[src/rtl/if_id_stage.sv]
// Instruction fetch and IF/ID pipeline register for the RV32I core: PC generation,
// imem request/ack handshake, one-entry skid buffer for decode stalls, redirect flush.
module if_id_stage #(
    parameter logic [31:0] RESET_PC = 32'h0000_0000,
    parameter logic [31:0] NOP_INST = 32'h0000_0013
) (
    input  logic        clk,
    input  logic        rst_n,
    output logic        imem_req,
    output logic [31:0] imem_addr,
    input  logic        imem_ack,
    input  logic [31:0] imem_rdata,
    input  logic        stall_id,
    input  logic        redirect,
    input  logic [31:0] redirect_pc,
    output logic        id_valid,
    output logic [31:0] id_inst,
    output logic [31:0] id_pc,
    output logic [2:0]  id_ImmSel
);

    localparam logic [1:0] FETCH = 2'd0;
    localparam logic [1:0] HOLD  = 2'd1;
    localparam logic [1:0] DROP  = 2'd2;

    localparam logic [2:0] NOP_SEL = 3'b001;

    logic [1:0]  state;
    logic [31:0] pc;
    logic [31:0] req_addr;
    logic [31:0] skid_inst;
    logic [31:0] skid_pc;
    logic [31:0] redirect_tgt;
    logic        accept;

    function automatic logic [2:0] imm_sel(input logic [6:0] opc);
        case (opc)
            7'b0000011, 7'b0010011, 7'b1100111: imm_sel = 3'b001;
            7'b0100011:                         imm_sel = 3'b010;
            7'b1100011:                         imm_sel = 3'b011;
            7'b1101111:                         imm_sel = 3'b100;
            7'b0110111, 7'b0010111:             imm_sel = 3'b000;
            default:                            imm_sel = 3'b111;
        endcase
    endfunction

    assign redirect_tgt = redirect_pc & ~32'd3;
    assign accept       = !stall_id || !id_valid;

    // Gating with rst_n keeps the request low while reset is held.
    assign imem_req  = rst_n && (state != HOLD);
    assign imem_addr = (state == DROP) ? req_addr : pc;

    always_ff @(posedge clk or negedge rst_n) begin
        if (!rst_n) begin
            state     <= FETCH;
            pc        <= RESET_PC;
            id_valid  <= 1'b0;
            id_inst   <= NOP_INST;
            id_pc     <= 32'd0;
            id_ImmSel <= NOP_SEL;
        end else if (redirect) begin
            pc        <= redirect_tgt;
            id_valid  <= 1'b0;
            id_inst   <= NOP_INST;
            id_ImmSel <= NOP_SEL;
            // An un-acked request must still complete at its old address.
            if (state == HOLD || imem_ack)
                state <= FETCH;
            else
                state <= DROP;
        end else begin
            case (state)
                FETCH: begin
                    if (imem_ack) begin
                        pc <= pc + 32'd4;
                        if (accept) begin
                            id_valid  <= 1'b1;
                            id_inst   <= imem_rdata;
                            id_pc     <= pc;
                            id_ImmSel <= imm_sel(imem_rdata[6:0]);
                        end else begin
                            state <= HOLD;
                        end
                    end else if (!stall_id) begin
                        id_valid  <= 1'b0;
                        id_inst   <= NOP_INST;
                        id_ImmSel <= NOP_SEL;
                    end
                end
                HOLD: begin
                    if (!stall_id) begin
                        id_valid  <= 1'b1;
                        id_inst   <= skid_inst;
                        id_pc     <= skid_pc;
                        id_ImmSel <= imm_sel(skid_inst[6:0]);
                        state     <= FETCH;
                    end
                end
                DROP: begin
                    id_valid  <= 1'b0;
                    id_inst   <= NOP_INST;
                    id_ImmSel <= NOP_SEL;
                    if (imem_ack)
                        state <= FETCH;
                end
                default: state <= FETCH;
            endcase
        end
    end

    // Data-only registers: meaningful only in the state that consumes them.
    always_ff @(posedge clk) begin
        if (state == FETCH)
            req_addr <= pc;
        if (state == FETCH && imem_ack && !redirect && !accept) begin
            skid_inst <= imem_rdata;
            skid_pc   <= pc;
        end
    end

endmodule

[config.mk]
export PLATFORM = sky130hd
export DESIGN_NAME = if_id_stage
export DESIGN_NICKNAME = d
export VERILOG_FILES = /design/src/rtl/if_id_stage.sv
export SDC_FILE = /design/constraint.sdc
export NUM_CORES = 1
export LEC_CHECK = 0
export ABC_CLOCK_PERIOD_IN_PS = 7300
export BUFFER_PORTS_ARGS = -buffer_cell sky130_fd_sc_hd__buf_2
export CAP_MARGIN = 20
export CORE_AREA = 5 5 151 153
export DETAILED_ROUTE_END_ITERATION = 16
export DIE_AREA = 0 0 156 158
export PLACE_DENSITY = 0.61
export SYNTH_ARGS = -nofsm -noshare
export SYNTH_HDL_FRONTEND = slang
export SYNTH_SLANG_ARGS = --single-unit
[constraint.sdc]
create_clock -name clk -period 7.3 [get_ports clk]
set_input_delay 1.095 -clock clk [delete_from_list [all_inputs] [get_ports clk]]
set_output_delay 1.095 -clock clk [all_outputs]
set_load 0.02 [all_outputs]
Word-level counts from Yosys, hierarchy flattened
Index checks and enable logic that the tools add are counted.
{"block": "word_totals", "regBits": 198, "inputBits": 69, "elab_cells": 97}
{"block": "op_classes", "add_sub_neg": 1, "eq_ne": 28, "mux": 35, "n_bitwise": 1, "n_reduce_logical": 23}
{"operator": "2-to-1 mux 32 bit", "n": 12}
{"operator": "case mux 32 bit (3 select lines)", "n": 1}
{"operator": "case mux 32 bit (2 select lines)", "n": 1}
{"operator": "equality test 7 bit (second input constant)", "n": 6}
{"operator": "adder 32 x 3 -> 32 bit (second input constant)", "n": 1}
{"operator": "case mux 3 bit (5 select lines)", "n": 2}
{"operator": "equality test 7 x 5 -> 1 bit (second input constant)", "n": 4}
{"operator": "equality test 7 x 6 -> 1 bit (second input constant)", "n": 4}
{"operator": "2-to-1 mux 3 bit", "n": 5}
{"operator": "equality test 7 x 2 -> 1 bit (second input constant)", "n": 2}
{"operator": "2-to-1 mux 2 bit", "n": 6}
{"operator": "!= test 3 bit (second input constant)", "n": 4}
{"operator": "case mux 3 bit (3 select lines)", "n": 1}
{"operator": "!= test 4 bit (second input constant)", "n": 2}
{"operator": "AND reduction 4 bit", "n": 2}
{"operator": "!= test 2 bit (second input constant)", "n": 3}
{"operator": "case mux 2 bit (3 select lines)", "n": 1}
{"operator": "nonzero test 2 bit", "n": 3}
{"operator": "OR reduction 3 bit", "n": 2}
{"operator": "2-to-1 mux 1 bit", "n": 5}
{"operator": "AND reduction 5 bit", "n": 1}
{"operator": "logical AND 1 bit", "n": 4}
{"operator": "zero test 1 bit", "n": 4}
{"operator": "nonzero test 4 bit", "n": 1}
{"operator": "other kinds (9)", "n": 11}

Longest topological paths before layout
Gate-level depths: netlist of the first run.
{"block": "depth", "word_depth": 7, "depth_mapped": 9, "mapped_depth_nobuf": 7}

Worst setup path after synthesis of the first run
Ideal clock, no wire load.
{"block": "synth_timing", "path_kind": "reg-to-reg", "start": "reg state[0]", "end": "reg skid_inst[0], enable pin", "t_arrival_ps": 5923, "slack_ps": 819, "path_stages_with_launch": 5, "n_path_buf": 0, "cell_sequence": "dfrtp_1 -> inv_1 -> ha_1 -> nand2_1 -> nor3_1"}
{"block": "synth_between", "elab_chain_cells": 4}
{"item": "from (decl)", "line_no": "28", "source": "logic [1:0] state;"}
{"item": "from (signal assigned)", "line_no": "56", "source": "state <= FETCH;"}
{"item": "from (signal assigned)", "line_no": "69", "source": "state <= FETCH;"}
{"item": "from (signal assigned)", "line_no": "71", "source": "state <= DROP;"}
{"item": "zero test 2 bit", "line_no": "116", "source": "if (state == FETCH && imem_ack && !redirect && !accept) begin"}
{"item": "logical AND 1 bit (3 in series)", "line_no": "116"}
{"item": "to (signal assigned)", "line_no": "117", "source": "skid_inst <= imem_rdata;"}
{"item": "to (decl)", "line_no": "31", "source": "logic [31:0] skid_inst;"}
Every way passes these cells.
A chain may end at the register's enable or synchronous reset.

Final worst setup path of the first run
{"block": "layout_timing", "start": "reg state[0]", "end": "out imem_addr[30]"}
{"block": "layout_between", "elab_chain_cells": 2}
{"item": "equality test 2 bit", "line_no": "52", "source": "assign imem_addr = (state == DROP) ? req_addr : pc;"}
{"item": "2-to-1 mux 32 bit", "line_no": "52"}
{"item": "to (decl)", "line_no": "10", "source": "output logic [31:0] imem_addr,"}
Every way passes these cells.

==> results of run 1 <==
## cell families (layout without fill, tap and decap cells)
logic type | Yosys count | count (layout)
xor+xnor | 28 | 28
mux | 81 | 81
flops | 190 | 190
simple gates | 187 | 187
buf+inv | 53 | 215
compound gates | 138 | 138
fa+ha+maj | 4 | 4
other cells | 1 | 4
## report_power, final
part,total (mW),internal (mW),switching (mW)
Sequential,1.31,1.24,0.0742
Clock,0.913,0.505,0.408
Combinational,0.502,0.183,0.318
## placed cells by master (no fill, tap or decap), types with 3 or more instances in the layout
master     Yosys  layout
nor3b_1        3       3
nor3_1         5       4
mux2_2        34      34
xor2_1        17      17
ha_2           0       3
xnor2_1       11      11
inv_6          0       3
nand3_1       27      27
nor2_1        44      43
o21ai_0       39      39
dfrtp_1       94      94
nand2_1       53      53
buf_2          2     162
inv_1          8       8
o2bb2ai_1     16      16
conb_1         1       4
nand2b_1       5       5
edfxtp_1      92      92
dfstp_2        4       4
a21oi_1       51      51
mux2i_1       47      47
nor2b_1       16      16
nor4_1         9       9
nand4_1        9       9
o21a_1         3       3
o31ai_1       12      12
clkinv_4       0       3
clkinv_2       0       4
clkbuf_16      0      17
buf_4          5      13
## per-stage QoR
| stage | std cells | worst slack (ps) | hold WS, ps | utilization |
|---|---|---|---|---|
| 3_5_place_dp | 1095 | 3780 | 468 | 0.442 |
| 6_report | 1127 | 3820 | 489 | 0.468 |
| 2_1_floorplan | 685 | 819 | 443 | - |
| 5_1_grt | 1127 | 3670 | 509 | 0.468 |
| 4_1_cts | 1127 | 3740 | 493 | 0.468 |
| 3_3_place_gp | 1095 | 3830 | 468 | 0.442 |
## layout make-up
cell class / count / area, um^2 / area share
multi-input combinational: 442 / 2950 / 0.294
clock inverter: 14 / 140 / 0.0140
inverter: 8 / 30.0 / 0.00299
tap: 280 / 350 / 0.0349
timing repair buffer: 175 / 908 / 0.0906
clock buffer: 18 / 429 / 0.0428
sequential: 190 / 5220 / 0.521
## routing by layer
layer	GRT usage	part of all wire	up-vias	routed length (um)
met5	0	0.0020	-	42
met4	0.0350	0.0040	8	83
met3	0.0544	0.068	15	1390
met2	0.265	0.47	161	9740
met1	0.232	0.45	2764	9280
li1	-	-	2793	-
## state kept, by name, indices dropped and copies added (netlist names)
register   count
id_ImmSel      3
id_pc         30
id_valid       1
skid_pc       30
id_inst       32
state          2
skid_inst     32
pc            30
req_addr      30
## Yosys cell counts, types with 7 or more instances
master     count  area, um^2
o31ai_1       12        90.1
dfrtp_1       94        2350
edfxtp_1      92        2760
a21oi_1       51         255
o2bb2ai_1     16         140
clkbuf_1      31         116
nor2_1        44         165
inv_1          8        30.0
nand2_1       53         199
o21ai_0       39         195
xor2_1        17         149
mux2i_1       47         470
buf_1          7        26.3
nand4_1        9        56.3
nand3_1       27         135
nor2b_1       16         100
mux2_2        34         383
xnor2_1       11        96.3
nor4_1         9        56.3
## final timing paths
kind | endpoint | slack [ps] | cells after the start
setup / recovery | imem_addr[30] | 3820 | 4
hold / removal | id_inst[27]$_DFFE_PN0P_ | 490 | 1
setup reg to reg | id_inst[31]$_DFFE_PN0P_ | 3970 | 8
hold reg to reg | id_inst[27]$_DFFE_PN0P_ | 490 | 1
max in group asynchronous | pc[29]$_DFFE_PN0P_ | 5260 | 3
min in group asynchronous | id_pc[26]$_DFFE_PN0P_ | 800 | 2
==> out/results.ini, run 1 <==
[run_status]
status = completed

[sta]
setup_violations = 0
fmax_mhz = 287
setup_tns_ps = 0
rsz0062_at_grt = no
period_minus_slack_ps = 3480
worst_pin_slew_ps = 1030
final_max_slew_viol_count = 0
skew_ps = 10.5
timing.final.crit_share = 0.477
hold_viol = 0
relSlewSlack = 0.316

[final_layout]
area_growth_pct = 20.1
diodes = 0
fin_area_um2 = 10000
drive_gt1_frac = 0.296
nets = 907
nFillCells = 1988

[critical_path]
critPathMaxStageDelay_ps = 860
worst_ep_arrival_time_ps = 2390
path_buf_inv = 2
cp-end-kind = output pin
crit_start = state[0]$_DFFE_PN0P_
r2r-start = state[0]$_DFFE_PN0P_
critPathSlowestCell = ha_2
critPathKind = reg -> out
worstPathRequired_ps = 6200
start_kind = flop
crit_family = adder cells
crit_fanout = 37
path_cells = inv_1 > ha_2 > mux2_2 > buf_2

[routing]
drc = 0
routed_wl_mm = 20.5
dr_total_vias = 5741
drt-initial-drc-count = 236
avgRoutedWirePerCell_um = 18.2
first_pass_iters = 4
antenna_left = 0
viasPerCell = 5.09

[logic_synthesis]
async_reset_ff_frac = 0.516
yosys-mux-area-fraction = 0.102
synth_fa_ha_area_frac = 0.00599
synth_flop_cell = dfrtp_1
synthSimpleGateAreaFrac = 0.109
synth_compound_area_frac = 0.101
synth_top_family_by_area = simple AND/OR/NAND/NOR gates
ys_types = 53
syn_area_um2 = 8350
syn_avg_cell_area_um2 = 12.2
yosysWarnings = 0
synth-edff-count = 92
synth-seq-cells = 190
synth.yosys.seq_area_share = 0.625
syn_inst = 682
synth_xor_area_frac = 0.0294

[global_route]
grt_max_degree = 69
grt_pass1_vias = 5825
grt_pass1_wl_mm = 32.3
grt_antenna_before_repair = 4
grt_usage = 0.169
grt_overflow_total = 0

[die]
core-area_um2 = 21400
start_util = 0.390
fp-row-count = 54
die_area_um2 = 24600
die_width_um = 156
die_h_um = 158
io_pins = 170

[clocking]
cts_hold_buf = 0
cts_max_level = 4
clock-sinks = 190
clk_latency_ps = 420
clock-root-buffer = clkbuf_16
clkSlewWorstSetupHoldPaths_ps = 70
cts_tree = yes
cts_resized = 0
clockBufferDepth = 2
numCtsBuffers = 17
post_cts.repair.setup_buffers = 0

[power]
p_leak_nw = 3.99
power.density_nw_per_um2 = 272
power.total_mw = 2.73
worst_ir_drop_vdd_mv = 0.165

[place]
gp_congestion = 0.719
portBuffers = 163
hpwlAfterDp_mm = 13.6
dpl_cell_area_um2 = 9460

[worst_hold_path]
holdCritPathClass = reg -> reg
hp-start = id_inst[27]$_DFFE_PN0P_

[job]
drv_cap = 0

(Power assumes the default switching activity.)
==> run 2: changes to the inputs <==
--- a/config.mk
+++ b/config.mk
@@ -5,7 +5,7 @@
 export SDC_FILE = /design/constraint.sdc
 export NUM_CORES = 1
 export LEC_CHECK = 0
-export ABC_CLOCK_PERIOD_IN_PS = 7300
+export ABC_CLOCK_PERIOD_IN_PS = 3400
 export BUFFER_PORTS_ARGS = -buffer_cell sky130_fd_sc_hd__buf_2
 export CAP_MARGIN = 20
 export CORE_AREA = 5 5 151 153
==> constraint.sdc (replaced) <==
create_clock -name clk -period 3.4 [get_ports clk]
set_input_delay 0.51 -clock clk [delete_from_list [all_inputs] [get_ports clk]]
set_output_delay 0.51 -clock clk [all_outputs]
set_load 0.02 [all_outputs]
==> run 2 against run 1 <==
  * Non-clock buffer count grew 8
  * Global-route usage shrank 0.22 points
  * Critical path depth grew 1
  * Clock-buffer cell count grew 1
  * First-iteration DRC count grew 1.7%
  * Clock power grew 110%
==> out/results.ini, run 2 (synthesis gave the netlist of run 1 again) <==
[run_status]
status = completed  ; unchanged

[sta]
setup_violations = 0  ; unchanged
final_max_slew_viol_count = 0  ; unchanged
skew_ps = 8.91  ; was 10.5 ps
setup_tns_ps = 0  ; unchanged
timing.final.crit_share = 0.833
relSlewSlack = 0.369  ; was 0.316
worst_pin_slew_ps = 945  ; was 1030 ps
fmax_mhz = 353
hold_viol = 0  ; unchanged
rsz0062_at_grt = no  ; unchanged
post-route-worst-setup-slack_ps = 567  ; was 3820 ps
period_minus_slack_ps = 2830

[final_layout]
layoutNonFillerInstCount = 1135  ; was 1127
top_regs = id_inst: 32 flops, skid_inst: 32 flops  ; unchanged
nets = 915  ; was 907
area_growth_pct = 20.9  ; was 20.1%
fin_area_um2 = 10100  ; was 10000 um^2
final_cell_mix = 162 x buf_2, 94 x dfrtp_1, 92 x edfxtp_1  ; unchanged
diodes = 0  ; unchanged
drive_gt1_frac = 0.306  ; was 0.296
final_common_cell = buf_2  ; unchanged

[clocking]
clockBufferDepth = 2  ; unchanged
clock-sinks = 190  ; unchanged
clkSlewWorstSetupHoldPaths_ps = 70  ; about the same
cts_resized = 0  ; unchanged
post_cts.repair.setup_buffers = 0  ; unchanged
clock-root-buffer = clkbuf_16  ; unchanged
numCtsBuffers = 17  ; unchanged
cts_hold_buf = 0  ; unchanged
cts_tree = yes  ; unchanged
clk_latency_ps = 420  ; about the same
cts_max_level = 4  ; unchanged

[global_route]
grt_pass1_vias = 5845  ; was 5825
grt_overflow_total = 0  ; unchanged
grt_pass1_wl_mm = 32.0  ; was 32.3 mm
grt_usage = 0.167  ; was 0.169
grt_max_degree = 43  ; was 69
grt_antenna_before_repair = 3  ; was 4

[critical_path]
start_kind = flop  ; unchanged
cp-end-kind = output pin  ; unchanged
worstPathRequired_ps = 2890  ; was 6200 ps
critPathKind = reg -> out  ; unchanged
r2r-start = state[1]$_DFFE_PN0P_  ; was state[0]$_DFFE_PN0P_
rr_worst_depth = 8  ; unchanged
crit_fanout = 24  ; was 37
worst_ep_arrival_time_ps = 2320  ; was 2390 ps
r2r-end = pc[31]$_DFFE_PN0P_  ; was id_inst[31]$_DFFE_PN0P_
r2r_setup_slack_ps = 810  ; was 3970 ps

[place]
preCtsSetupSlack_ps = 767  ; was 3780 ps
dpl_cell_area_um2 = 9530  ; was 9460 um^2
gp_congestion = 0.750  ; was 0.719
hpwlAfterDp_mm = 14.1  ; was 13.6 mm
portBuffers = 163  ; unchanged
place_inst = 1103  ; was 1095

[die]
io_pins = 170  ; unchanged
core-area_um2 = 21400  ; unchanged
fp-row-count = 54  ; unchanged
start_util = 0.390  ; unchanged
die_area_um2 = 24600  ; unchanged
die_h_um = 158  ; unchanged
die_width_um = 156  ; unchanged

[routing]
drt-initial-drc-count = 240  ; was 236
drc = 0  ; unchanged
avgRoutedWirePerCell_um = 18.1  ; was 18.2 um
dr_total_vias = 5804  ; was 5741
first_pass_iters = 4  ; unchanged
antenna_left = 0  ; unchanged
viasPerCell = 5.11  ; was 5.09
routed_wl_mm = 20.6  ; was 20.5 mm

[power]
power.density_nw_per_um2 = 580  ; was 272 nW/um^2
p_leak_nw = 4.02  ; was 3.99 nW
worst_ir_drop_vdd_mv = 0.338  ; was 0.165 mV

[job]
drv_cap = 0  ; unchanged

[worst_hold_path]
holdCritPathClass = in -> async  ; was reg -> reg

## run 2: cell types whose count changed in the layout (fill, tap and decap cells not counted), sizes merged
cell / before / now
inv: 11 / 15
clkinv: 9 / 3
buf: 175 / 183
bufinv: 2 / 0
clkinvlp: 0 / 3
clkbuf: 18 / 19
## run 2: critical path: stages, from the launching register on
cell and delay (ps):
dfrtp_1 400, inv_1 90, ha_2 420, buf_4 420, mux2_2 400, buf_2 160
## run 2: cell type report
class	instances	area, um^2
clock inverters	13	120
multi-input cells	442	2960
inverters	8	30.0
clock buffers	19	453
well taps	280	350
repair buffers	183	968
flip-flops and latches	190	5220
fillers	1980	11300
## run 2: how the worst max path moves through the flow
stage                         start  cells past startpoint                      to  slack [ps]
2_1_floorplan  state[0]$_DFFE_PN0P_                      4  skid_inst[0]$_DFFE_PP_         160
3_3_place_gp   state[0]$_DFFE_PN0P_                      9    id_pc[9]$_DFFE_PN0P_         850
3_5_place_dp   state[0]$_DFFE_PN0P_                      8      pc[31]$_DFFE_PN0P_         770
4_1_cts        state[0]$_DFFE_PN0P_                      5            imem_addr[6]         510
5_1_grt        state[0]$_DFFE_PN0P_                      5           imem_addr[29]         450
6_report       state[0]$_DFFE_PN0P_                      5            imem_addr[6]         570
## run 2: routing by layer
metal,part of all wire,track usage,vias to the layer above
met5,0.0016,0,-
met4,0.0098,0.0400,6
met3,0.068,0.0503,22
met2,0.47,0.268,146
met1,0.46,0.224,2816
li1,-,-,2814
## run 2: metrics by stage
| step | util | total power, mW | hold WS, ps |
|---|---|---|---|
| final | 0.471 | 5.86 | 28.7 |
| after CTS | 0.471 | 5.94 | 35.7 |
| after global routing | 0.471 | 6.14 | 46.9 |
| after floorplan | - | 3.54 | 214 |
| after detailed placement | 0.445 | 3.98 | 469 |
| after global placement | 0.445 | 3.96 | 474 |
## run 2: where the power goes
part	switching [mW]	leakage [nW]	internal, mW
combinational	0.691	1.68	0.403
sequential	0.160	2.07	2.66
clock	0.936	0.274	1.01
total	1.79	4.02	4.07
==> run 3: changes to the inputs <==
--- a/config.mk
+++ b/config.mk
@@ -5,7 +5,7 @@
 export SDC_FILE = /design/constraint.sdc
 export NUM_CORES = 1
 export LEC_CHECK = 0
-export ABC_CLOCK_PERIOD_IN_PS = 3400
+export ABC_CLOCK_PERIOD_IN_PS = 2900
 export BUFFER_PORTS_ARGS = -buffer_cell sky130_fd_sc_hd__buf_2
 export CAP_MARGIN = 20
 export CORE_AREA = 5 5 151 153
==> constraint.sdc (replaced) <==
create_clock -name clk -period 2.9 [get_ports clk]
set_input_delay 0.435 -clock clk [delete_from_list [all_inputs] [get_ports clk]]
set_output_delay 0.435 -clock clk [all_outputs]
set_load 0.02 [all_outputs]
==> run 3 against run 2 <==
  * Sequential power grew 17%
  * Final area is 1.3% higher
  * Core utilization up 0.62 points
  * Highest routed layer unchanged
  * Clock skew is essentially flat
  * Power is 21% higher
  * Critical endpoint is now imem_addr[23]
  * Sequential share of layout area down 0.67 points
  * Worst setup slack got worse by 300 ps
  * Combinational power grew 18%
  * Via count decreased by 1.1%
==> out/results.ini, run 3 (synthesis gave the netlist of run 1 again) <==
[power]
p_leak_nw = 4.09  ; was 4.02 nW
swShare = 0.286  ; was 0.305
power.internal_mw = 5.08  ; was 4.07 mW
power.density_nw_per_um2 = 695  ; was 580 nW/um^2
p_switching_mw = 2.03  ; was 1.79 mW
clkPwrFrac = 0.353  ; was 0.332
p_seq_frac = 0.465  ; was 0.482
pwr-share-comb = 0.181  ; was 0.187
worst_ir_drop_vdd_mv = 0.389  ; was 0.338 mV

[sta]
timing.final.crit_share = 0.910
skew_ps = 8.61  ; was 8.91 ps
setup_violations = 0  ; unchanged
post-route-worst-setup-slack_ps = 262  ; was 567 ps
period_minus_slack_ps = 2640
hold_viol = 0  ; unchanged
worst_pin_slew_ps = 919  ; was 945 ps
setup_tns_ps = 0  ; unchanged
holdWs_ps = 190  ; was 28.7 ps
final_max_slew_viol_count = 0  ; unchanged
fmax_mhz = 379
rsz0062_at_grt = no  ; unchanged
relSlewSlack = 0.386  ; was 0.369

[final_layout]
seqCellArea_um2 = 5220  ; unchanged
nFillCells = 1962  ; was 1980
fin_area_um2 = 10200  ; was 10100 um^2
top_regs = id_inst: 32 flops, skid_inst: 32 flops  ; unchanged
area_growth_pct = 22.5  ; was 20.9%
final_cell_mix = 162 x buf_2, 94 x dfrtp_1, 92 x edfxtp_1  ; unchanged
final_common_cell = buf_2  ; unchanged
drive_gt1_frac = 0.307  ; was 0.306
nets = 919  ; was 915
multi_input_area_um2 = 2970  ; was 2960 um^2

[run_status]
status = completed  ; unchanged

[die]
die_h_um = 158  ; unchanged
die_area_um2 = 24600  ; unchanged
fp-row-count = 54  ; unchanged
core-area_um2 = 21400  ; unchanged
die_width_um = 156  ; unchanged
start_util = 0.390  ; unchanged
io_pins = 170  ; unchanged

[clocking]
clkSlewWorstSetupHoldPaths_ps = 70  ; about the same
numCtsBuffers = 17  ; unchanged
clock-sinks = 190  ; unchanged
cts_max_level = 4  ; unchanged
clk_latency_ps = 420  ; about the same
clockBufferDepth = 2  ; unchanged
cts_tree = yes  ; unchanged
clock-root-buffer = clkbuf_16  ; unchanged

[place]
gp_congestion = 0.752  ; was 0.750
portBuffers = 163  ; unchanged
preCtsSetupSlack_ps = 486  ; was 767 ps
dpl_cell_area_um2 = 9590  ; was 9530 um^2
hpwlAfterDp_mm = 14.0  ; was 14.1 mm

[routing]
avgRoutedWirePerCell_um = 18.0  ; was 18.1 um
first_pass_iters = 4  ; unchanged
antenna_left = 0  ; unchanged
drc = 0  ; unchanged
viasPerCell = 5.04  ; was 5.11
dr_total_vias = 5741  ; was 5804
drt-initial-drc-count = 287  ; was 240
routed_wl_mm = 20.6  ; about the same

[critical_path]
worst_ep_arrival_time_ps = 2200  ; was 2320 ps
crit_fanout = 24  ; unchanged
start_kind = flop  ; unchanged
worstPathRequired_ps = 2470  ; was 2890 ps
rr_worst_depth = 5  ; was 8
cp-end-kind = output pin  ; unchanged
critPathKind = reg -> out  ; unchanged

[global_route]
grt_use_met3 = 0.0506  ; was 0.0503
grt_overflow_total = 0  ; unchanged
top_usage_layer = met2  ; unchanged
grt_pass1_wl_mm = 31.9  ; was 32.0 mm
grtUsageMet2 = 0.258  ; was 0.268
grt_antenna_before_repair = 4  ; was 3
grt_usage = 0.167  ; about the same
grt_pass1_vias = 5735  ; was 5845
grt_util_met1 = 0.231  ; was 0.224
grt_max_degree = 70  ; was 43

[worst_hold_path]
holdCritPathClass = in -> reg  ; was in -> async
hold_path_depth = 1

[job]
drv_cap = 0  ; unchanged

==> run 3: changes by cell type in the layout (fill, tap and decap cells not counted), sizes merged <==
| cell | previous run | this run |
|---|---|---|
| diode | 0 | 1 |
| inv | 15 | 11 |
| bufinv | 0 | 4 |
| clkinv | 3 | 4 |
| dlygate4sd3 | 0 | 1 |
| clkbuf | 19 | 20 |
| buf | 183 | 186 |
| clkinvlp | 3 | 1 |
==> run 3: path summary, 6_finish.rpt <==
kind	to	from	slack (ps)
worst max-delay path	imem_addr[23]	state[0]$_DFFE_PN0P_	260
worst min-delay path	skid_inst[20]$_DFFE_PP_	imem_rdata[20]	190
worst max register to register	pc[31]$_DFFE_PN0P_	pc[6]$_DFFE_PN0P_	510
worst min register to register	id_inst[15]$_DFFE_PN0P_	id_inst[15]$_DFFE_PN0P_	490
max in group asynchronous	state[0]$_DFFE_PN0P_	rst_n	1110
min in group asynchronous	id_pc[19]$_DFFE_PN0P_	rst_n	520
==> run 3: timing repair <==
item,4_1_cts,5_1_grt
hold buffers,1,0
resized for setup,0,0
setup buffers,0,0
endpoints found under the hold margin,29,0
endpoints found under the setup margin,0,0
==> run 3: power by group through the flow <==
| stage | registers [mW] | clock network (mW) | logic (mW) |
|---|---|---|---|
| finish | 3.31 | 2.51 | 1.29 |
| floorplan | 3.52 | 0 | 0.631 |
| detailed placement | 3.37 | 0 | 1.31 |
| global placement | 3.36 | 0 | 1.30 |
| CTS | 3.31 | 2.57 | 1.32 |
| global route | 3.35 | 2.68 | 1.41 |
==> run 3: area by class of cell <==
type                            instances  share of cell area
Sequential cell                       190               0.510
Multi-Input combinational cell        442               0.291
Timing Repair Buffer                  187               0.100
Clock buffer                           20              0.0437
Tap cell                              280              0.0342
Clock inverter                         12              0.0177
Inverter                                8             0.00294
Antenna cell                            1            0.000245
==> run 3: critical path: stages (launching register included) <==
cell	delay [ps]
dfrtp_1	400
inv_1	120
ha_2	460
buf_12	260
mux2_2	380
buf_2	170
==> run 3: routing by layer <==
metal / routed length [um] / share of wire / up-vias
met3: 1460 / 0.071 / 21
met1: 9560 / 0.46 / 2746
li1: - / - / 2807
met4: 204 / 0.0099 / 6
met2: 9310 / 0.45 / 161
met5: 28 / 0.0014 / -
==> run 3: through the flow <==
step,total power [mW],utilization,instances
2_1_floorplan,4.15,-,685
3_3_place_gp,4.66,0.448,1106
3_5_place_dp,4.68,0.448,1106
4_1_cts,7.21,0.478,1139
5_1_grt,7.44,0.478,1140
6_report,7.11,0.478,1140
